<file path="src/rtl/sr_excitation_tx_pkg.sv">
`default_nettype none
// ============================================================================
// Module      : sr_tx_pkg
// Description : Shared types and helpers for the S/R excitation transmitter:
//               FSM state encoding and the SR flip-flop excitation function.
// Revision    : 1.0 - initial release
// ============================================================================
package sr_tx_pkg;

    // Width of the default configuration and its bit-index width.
    localparam int DEFAULT_WIDTH = 8;
    localparam int IDX_W         = $clog2(DEFAULT_WIDTH);

    // Transmitter frame phases.
    typedef enum logic [1:0] {
        IDLE   = 2'd0,
        INIT   = 2'd1,
        SHIFT  = 2'd2,
        RETURN = 2'd3
    } state_t;

    // Minimal SR excitation moving Q from q to target t, returned as {S,R}.
    // Never produces {1,1}.
    function automatic logic [1:0] exc(input logic t, input logic q);
        logic [1:0] sr;
        sr = 2'b00;
        if (t != q) begin
            sr = t ? 2'b10 : 2'b01;
        end
        return sr;
    endfunction

endpackage : sr_tx_pkg
`default_nettype wire

</file>
<file path="src/rtl/sr_excitation_tx_if.sv">
`default_nettype none
// ============================================================================
// Module      : sr_excitation_tx_if
// Description : valid/ready word-input handshake of the S/R transmitter.
// Revision    : 1.0 - initial release
// ============================================================================
interface sr_excitation_tx_if #(
    parameter int WIDTH = 8
);
    logic             in_valid;
    logic             in_ready;
    logic [WIDTH-1:0] in_data;

    // Word producer side.
    modport master (
        output in_valid,
        output in_data,
        input  in_ready
    );

    // Transmitter side.
    modport slave (
        input  in_valid,
        input  in_data,
        output in_ready
    );
endinterface : sr_excitation_tx_if
`default_nettype wire

</file>
<file path="src/rtl/sr_excitation_tx_sr_model.sv">
`default_nettype none
// ============================================================================
// Module      : sr_model
// Description : Exact registered model of an SR flip-flop. Set wins over hold,
//               reset clears; resets asynchronously to IDLE_Q. Also exposes the
//               value Q will take at the next edge.
// Revision    : 1.0 - initial release
// ============================================================================
module sr_model #(
    parameter bit IDLE_Q = 1'b0
) (
    input  wire logic clk,
    input  wire logic rst_n,
    input  wire logic s,
    input  wire logic r,
    output logic      q,
    output logic      q_next
);

    // Next-state of the flip-flop from the excitation currently applied.
    always_comb begin
        q_next = q;
        if (s) begin
            q_next = 1'b1;
        end else if (r) begin
            q_next = 1'b0;
        end
    end

    // Flip-flop storage.
    always_ff @(posedge clk or negedge rst_n) begin
        if (!rst_n) begin
            q <= IDLE_Q;
        end else begin
            q <= q_next;
        end
    end

endmodule : sr_model
`default_nettype wire

</file>
<file path="src/rtl/sr_excitation_tx.sv">
`default_nettype none
// ============================================================================
// Module      : sr_excitation_tx
// Description : Serialises a parallel word into per-clock S/R excitation pairs
//               for a downstream SR flip-flop. Each frame forces the receiver
//               to IDLE_Q, sends WIDTH bits with minimal excitation, then
//               returns the receiver to IDLE_Q.
// Revision    : 1.0 - initial release
// ============================================================================
module sr_excitation_tx
    import sr_tx_pkg::*;
#(
    parameter int WIDTH     = 8,
    parameter bit MSB_FIRST = 1'b1,
    parameter bit IDLE_Q    = 1'b0
) (
    input  wire logic                     clk,
    input  wire logic                     rst_n,
    sr_excitation_tx_if.slave             in_if,
    output logic                          S,
    output logic                          R,
    output logic                          q_model,
    output logic                          busy,
    output logic [$clog2(WIDTH)-1:0]      bit_idx,
    output logic                          frame_done
);

    localparam int                 c_IDX_W    = $clog2(WIDTH);
    localparam logic [c_IDX_W-1:0] c_LAST_IDX = c_IDX_W'(WIDTH - 1);
    // Excitation that drives the receiver to IDLE_Q unconditionally.
    localparam logic [1:0]         c_FORCE_SR = IDLE_Q ? 2'b10 : 2'b01;

    state_t             r_state;
    state_t             w_state_nxt;
    logic [WIDTH-1:0]   r_shreg;
    logic [WIDTH-1:0]   w_shreg_nxt;
    logic [WIDTH-1:0]   w_shreg_adv;
    logic [1:0]         r_sr;
    logic [1:0]         w_sr_nxt;
    logic [c_IDX_W-1:0] r_idx;
    logic [c_IDX_W-1:0] w_idx_nxt;
    logic               r_done;
    logic               w_done_nxt;
    logic               w_cur_bit;
    logic               w_q_next;

    // Receiver model, fed by the registered excitation actually on the wire.
    sr_model #(
        .IDLE_Q (IDLE_Q)
    ) u_sr_model (
        .clk    (clk),
        .rst_n  (rst_n),
        .s      (r_sr[1]),
        .r      (r_sr[0]),
        .q      (q_model),
        .q_next (w_q_next)
    );

    // Bit to transmit next and the shift register after consuming it.
    always_comb begin
        if (MSB_FIRST) begin
            w_cur_bit   = r_shreg[WIDTH-1];
            w_shreg_adv = {r_shreg[WIDTH-2:0], 1'b0};
        end else begin
            w_cur_bit   = r_shreg[0];
            w_shreg_adv = {1'b0, r_shreg[WIDTH-1:1]};
        end
    end

    // Frame sequencing: next state, next excitation and bookkeeping.
    always_comb begin
        w_state_nxt = r_state;
        w_shreg_nxt = r_shreg;
        w_sr_nxt    = 2'b00;
        w_idx_nxt   = r_idx;
        w_done_nxt  = 1'b0;

        case (r_state)
            IDLE: begin
                w_idx_nxt = '0;
                if (in_if.in_valid) begin
                    w_shreg_nxt = in_if.in_data;
                    w_sr_nxt    = c_FORCE_SR;
                    w_state_nxt = INIT;
                end
            end

            INIT: begin
                // Receiver is known to land on IDLE_Q at this edge, so the
                // first bit is excited relative to IDLE_Q directly.
                w_sr_nxt    = exc(w_cur_bit, IDLE_Q);
                w_shreg_nxt = w_shreg_adv;
                w_idx_nxt   = '0;
                w_state_nxt = SHIFT;
            end

            SHIFT: begin
                if (r_idx == c_LAST_IDX) begin
                    // Last data bit is on the wire; steer back to idle level.
                    w_sr_nxt    = exc(IDLE_Q, w_q_next);
                    w_state_nxt = RETURN;
                end else begin
                    w_sr_nxt    = exc(w_cur_bit, w_q_next);
                    w_shreg_nxt = w_shreg_adv;
                    w_idx_nxt   = r_idx + 1'b1;
                end
            end

            RETURN: begin
                w_done_nxt  = 1'b1;
                w_idx_nxt   = '0;
                w_state_nxt = IDLE;
            end

            default: begin
                w_state_nxt = IDLE;
            end
        endcase
    end

    // State and datapath registers; reset abandons any frame in flight.
    always_ff @(posedge clk or negedge rst_n) begin
        if (!rst_n) begin
            r_state <= IDLE;
            r_shreg <= '0;
            r_sr    <= 2'b00;
            r_idx   <= '0;
            r_done  <= 1'b0;
        end else begin
            r_state <= w_state_nxt;
            r_shreg <= w_shreg_nxt;
            r_sr    <= w_sr_nxt;
            r_idx   <= w_idx_nxt;
            r_done  <= w_done_nxt;
        end
    end

    assign S              = r_sr[1];
    assign R              = r_sr[0];
    assign bit_idx        = r_idx;
    assign frame_done     = r_done;
    assign busy           = (r_state != IDLE);
    assign in_if.in_ready = (r_state == IDLE);

endmodule : sr_excitation_tx
`default_nettype wire

</file>
<file path="src/flat_wrapper.sv">
// flat-port wrapper written by rule: the top's interface ports become plain ports
module sr_excitation_tx_flat import sr_tx_pkg::*;
#(
    parameter int WIDTH     = 8,
    parameter bit MSB_FIRST = 1'b1,
    parameter bit IDLE_Q    = 1'b0
)
  (clk, rst_n, S, R, q_model, busy, bit_idx, frame_done, in_if_in_valid, in_if_in_data, in_if_in_ready);
  sr_excitation_tx_if #(.WIDTH(WIDTH)) in_if_i ();
  input  wire logic clk;
  input  wire logic rst_n;
  output logic S;
  output logic R;
  output logic q_model;
  output logic busy;
  output logic [$clog2(WIDTH)-1:0] bit_idx;
  output logic frame_done;
  input wire logic [$bits(in_if_i.in_valid)-1:0] in_if_in_valid;
  input wire logic [$bits(in_if_i.in_data)-1:0] in_if_in_data;
  output wire logic [$bits(in_if_i.in_ready)-1:0] in_if_in_ready;
  assign in_if_i.in_valid = in_if_in_valid;
  assign in_if_i.in_data = in_if_in_data;
  assign in_if_in_ready = in_if_i.in_ready;
  sr_excitation_tx #(.WIDTH(WIDTH), .MSB_FIRST(MSB_FIRST), .IDLE_Q(IDLE_Q)) u_core (.clk(clk), .rst_n(rst_n), .in_if(in_if_i), .S(S), .R(R), .q_model(q_model), .busy(busy), .bit_idx(bit_idx), .frame_done(frame_done));
endmodule
</file>
<file path="config.mk">
export PLATFORM = sky130hd
export DESIGN_NAME = sr_excitation_tx_flat
export DESIGN_NICKNAME = d
export VERILOG_FILES = /design/src/rtl/sr_excitation_tx_pkg.sv /design/src/rtl/sr_excitation_tx_if.sv /design/src/rtl/sr_excitation_tx_sr_model.sv /design/src/rtl/sr_excitation_tx.sv /design/src/flat_wrapper.sv
export SDC_FILE = /design/constraint.sdc
export NUM_CORES = 1
export LEC_CHECK = 0
export ABC_AREA = 1
export CORE_MARGIN = 4
export CORE_UTILIZATION = 30
export DETAILED_ROUTE_END_ITERATION = 12
export RECOVER_POWER = 25
export REMOVE_ABC_BUFFERS = 1
export SLEW_MARGIN = 20
export SYNTH_ARGS = -nofsm -noshare
export SYNTH_HDL_FRONTEND = slang
export SYNTH_SLANG_ARGS = --single-unit
</file>
<file path="constraint.sdc">
create_clock -name clk -period 2.1 [get_ports clk]
set_clock_uncertainty 0.15 [all_clocks]
set_input_delay 0.42 -clock clk [delete_from_list [all_inputs] [get_ports clk]]
set_output_delay 0.42 -clock clk [all_outputs]
set_load 0.1 [all_outputs]
</file>
## After elaboration in Yosys (flattened, before gate mapping)

Cells that the tools add are included.

- Output and inout bits: 9
- Register bits: 17
- Input port bits: 11
- Word-level logic and storage cells: 39

- Multiplexer cells: 18
- Eq/ne operators: 8
- Reductions and logical operators: 6
- Add/subtract/negate cells: 1

Operators with widths:

| operator | number |
|---|---|
| $pmux 8 s3 | 1 |
| $mux 8 | 2 |
| $mux 2 | 6 |
| $pmux 2 s4 | 1 |
| $pmux 2 s3 | 1 |
| $pmux 3 s2 | 1 |
| $mux 1 | 5 |
| $eq 2x2->1 const B | 2 |
| $ne 2x2->1 const B | 2 |
| $add 3x1->3 const B | 1 |
| $eq 3x3->1 const B | 1 |
| $mux 3 | 1 |
| $reduce_and 3->1 | 1 |
| $reduce_bool 3->1 | 1 |
| $reduce_or 3->1 | 1 |
| $eq 2x1->1 const B | 1 |
| $logic_not 2->1 | 1 |
| $ne 2x1->1 const B | 1 |
| $reduce_and 2->1 | 1 |
| $reduce_bool 2->1 | 1 |
| $ne 1x1->1 | 1 |

## Longest topological paths before layout

- Depth after elaboration: 6
- Mapped depth: 8
- Gate-level depth less buffers: 8

## Cells and area by module

Synthesis repeated with hierarchy kept, for this count alone.

- Cell total of the unflattened synthesis: 116
- Area total of the unflattened synthesis: 899.6 sq um

By module, submodules not included:

| module | instances | area each (sq um) | cells each |
|---|---|---|---|
| sr_excitation_tx | 1 | 859.6 | 111 |
| sr_model | 1 | 40.0 | 5 |

## Worst setup path before layout

No wires, ideal clock.

- Path type: register to register
- From: register u_core.r_state[0]
- To: register u_core.r_shreg[2]
- Required time: 1.833 ns
- Data arrival time: 2.395 ns
- Clock period less this slack: 2.662 ns
- Slack: -0.562 ns
- Path buffers: 1
- Cell stages (with the launch flop): 9
- Path through: dfrtp_1 -> inv_1 -> ha_1 -> inv_2 -> nor2_4 -> nor2_4 -> buf_8 -> nand2_2 -> o21ai_2

- Word-level cells in the longest chain between the ends: 3
- Elaborated cells on any way between the ends: 8
- Those cells by class: eq/ne: 4; mux: 1; reduce/logical: 3

RTL lines:

| item | RTL line | text |
|---|---|---|
| start: declaration | sr_excitation_tx.sv:33 | `state_t r_state;` |
| start signal: assignment | sr_excitation_tx.sv:130 | `r_state <= w_state_nxt;` |
| $logic_not 2->1 * | -- |  |
| via in_if_in_ready | flat_wrapper.sv:20 | `output wire logic [$bits(in_if_i.in_ready)-1:0] in_if_in_ready;` |
| $ne 2x2->1 (no source line) / $reduce_bool 3->1 (equally long branches) | -- |  |
| $reduce_and 3->1 (no source line) | -- |  |
| end signal: assignment | sr_excitation_tx.sv:131 | `r_shreg <= w_shreg_nxt;` |
| end: declaration | sr_excitation_tx.sv:35 | `logic [WIDTH-1:0] r_shreg;` |

The timed path passes the listed nets; every way through them passes the cells marked *.
A chain may end at the register's enable or synchronous reset.

## Worst setup path after layout

- From: register u_core.r_state[0]
- To: output port busy

- Word-level cells in the longest chain between the ends: 1

RTL lines:

| item | RTL line | text |
|---|---|---|
| $reduce_bool 2->1 | sr_excitation_tx.sv:142 | `assign busy = (r_state != IDLE);` |
| end: declaration | flat_wrapper.sv:15 | `output logic busy;` |

Every way passes these cells.

==> run_results.csv <==
group,metric,value,unit
route,viasPerCell,4.23,
critical_path,regToRegEndpoint,"u_core.r_shreg[1]",
final_layout,diodes,0,
sta,finalHoldViolations,0,
critical_path,r2r_setup_slack,0.27,ns
sta,rsz0062_at_grt,"no",
clock_network,clock_latency,0.30,ns
yosys,ys_seq_elements,17,
route,wl_met1,729,um
critical_path,cp_num_cells,4,
sta,finalSetupViolCount,0,
grt,grt_max_degree,18,
clock_network,numCtsBuffers,3,
grt,grt_antenna_before_repair,0,
clock_network,clockBufferDepth,2,
final_layout,final_core_util,0.407,
sta,hold_ws,0.342,ns
sta,fin_crit,1.97,ns
critical_path,r2r_cells,7,
floorplanning,dieArea,4090,sq um
route,num_vias,724,
job,maxCapViolations,0,
clock_network,post-cts-setup-buffers,0,
clock_network,cts_sinks,17,
grt,grt_pass1_vias,747,
yosys,synth_cell_types,18,
critical_path,max_stage_delay,0.44,ns
clock_network,cts_hold_buffers,0,
critical_path,worstPathMaxFanout,4,
route,drc,0,
worst_hold_path,hp-start,"u_core.r_shreg[5]",
worst_hold_path,min_path_type,"reg2reg",
grt,grt.overflow.total,0,
sta,tightest_slew,0.922,ns
placement,post-place-ws,0.274,ns
route,first_pass_iters,4,
placement,routabilityCongestion,0.748,
critical_path,end_kind,"output port",
clock_network,path_clk_slew,0.11,ns
floorplanning,row_count,20,
final_layout,syn_to_final_growth,31.2,%
status,status,"complete, no violations",
placement,post-dp-hpwl,1330,um
yosys,syn_avg_cell_area,8.94,sq um
sta,slew_headroom,0.385,
final_layout,final_layout_size_suffix_gt1_frac,0.252,
clock_network,ctsResizeCount,0,
critical_path,crit_chain,"inv_1, ha_2, inv_2, buf_12",
grt,grt.total_usage,0.0954,
critical_path,critical_path_class,"reg2out",
yosys,yosysWarnings,0,
critical_path,crit_buf_inv,3,
floorplanning,initial_core_util,0.310,
worst_hold_path,hold_end,"u_core.r_shreg[5]",
critical_path,start_kind,"register",
critical_path,cp_top_family,"flip-flops",
sta,setup_slack,0.130,ns
route,dr_wl_met2,818,um
route,wl_met3,120,um
critical_path,timing.rr.start,"u_core.bit_idx[0]",
critical_path,required,1.53,ns
sta,fmax,0.508,GHz
route,top_layer,"met4",
final_layout,num-nets-final,147,
yosys,synth_cells,105,
critical_path,arrival,1.40,ns
grt,grt_first_pass_wirelength,3130,um
placement,numPortBuffers,19,
floorplanning,die_h,63.9,um
worst_hold_path,holdPathStages,2,
clock_network,h-tree-depth,1,
final_layout,final_cell_mix,"nand2_1, inv_1, dfrtp_1",
route,ant_nets,0,
floorplanning,io-pin-count,20,
clock_network,cts_tree,"done",
final_layout,final_common_cell,"nand2_1",
yosys,syn_area,938,sq um
sta,slew_viol_final,0,
floorplanning,die_width,63.9,um
sta,tns,0,ns
route,wl,1680,um
yosys,ys_seq_area_frac,0.453,
final_layout,n_fill_cell,316,
floorplanning,coreArea,3030,sq um
route,routedWlPerCell,9.81,um
route,drt_iter0_markers,17,
critical_path,slowest_stage,"dfrtp_1",
clock_network,cts-root-buf,"clkbuf_4",
sta,fin_crit_sh,0.938,
-- per-stage QoR --
stage | cell area (sq um) | cells
finish | 1230 | 171
global route | 1230 | 171
CTS | 1230 | 171
detailed placement | 1200 | 167
global placement | 1200 | 167
floorplan | 912 | 103
-- worst reg2reg max path: stages (launching register included) --
cell and delay, ns:
dfrtp_1 0.45, ha_1 0.23, ha_1 0.22, nand2_2 0.11, nand2_2 0.06, nor2_4 0.33, nand2_1 0.12, o21ai_2 0.08
-- layer usage --
metal,track usage,vias to the layer above
met5,0,-
met3,0.0439,2
met2,0.157,22
li1,-,368
met1,0.113,332
met4,0.0189,0
-- flip-flops by register name, indices dropped and copies added (netlist names) --
| name | flops |
|---|---|
| u_core.r_shreg | 8 |
| u_core.bit_idx | 3 |
| u_core.r_sr | 2 |
| u_core.r_state | 2 |
| u_core.frame_done | 1 |
| u_core.u_sr_model.q | 1 |
-- cell type report --
type | instances | area [sq um] | area share
Tap cell | 44 | 55.1 | 0.0447
Inverter | 19 | 71.3 | 0.0579
Timing Repair Buffer | 20 | 234 | 0.190
Clock inverter | 1 | 5.00 | 0.00407
Clock buffer | 3 | 22.5 | 0.0183
Sequential cell | 17 | 425 | 0.346
Multi-Input combinational cell | 67 | 418 | 0.339
-- synth_stat cells --
| cell type | n | area (sq um) |
|---|---|---|
| a21oi_1 | 4 | 20.0 |
| o21ai_0 | 2 | 10.0 |
| inv_1 | 17 | 63.8 |
| ha_1 | 8 | 100 |
| or2_2 | 1 | 6.26 |
| nor2_4 | 2 | 22.5 |
| o21ai_2 | 6 | 52.6 |
| a22o_1 | 2 | 17.5 |
| nand2_2 | 6 | 37.5 |
| nor2_2 | 1 | 6.26 |
| nand2_1 | 26 | 97.6 |
| o21ai_1 | 6 | 30.0 |
| nor3_1 | 1 | 5.00 |
| buf_6 | 1 | 11.3 |
| buf_8 | 1 | 15.0 |
| nand3_1 | 2 | 10.0 |
| dfrtp_1 | 17 | 425 |
| inv_2 | 2 | 7.51 |
-- cell families (layout without fill, tap and decap cells) --
kind of cell,after synthesis,after routing,synth area share
AO/OA/AOI/OAI,20,20,0.139
buffers and inverters,21,43,0.104
flip-flops,17,17,0.453
AND/OR/NAND/NOR,39,39,0.197
adder cells (fa/ha/maj),8,8,0.107
-- how the worst max path moves through the flow --
stage	to	from
after floorplan	u_core.r_shreg[7]	u_core.r_state[0]
after global placement	u_core.r_shreg[7]	in_if_in_valid
after detailed placement	u_core.r_shreg[1]	in_if_in_valid
after CTS	busy	u_core.r_state[0]
after global routing	busy	u_core.r_state[0]
final	busy	u_core.r_state[0]
Power is left out: the tool's default activity adds up to more than one toggle a clock period on the data nets, which glitch-free logic cannot reach.
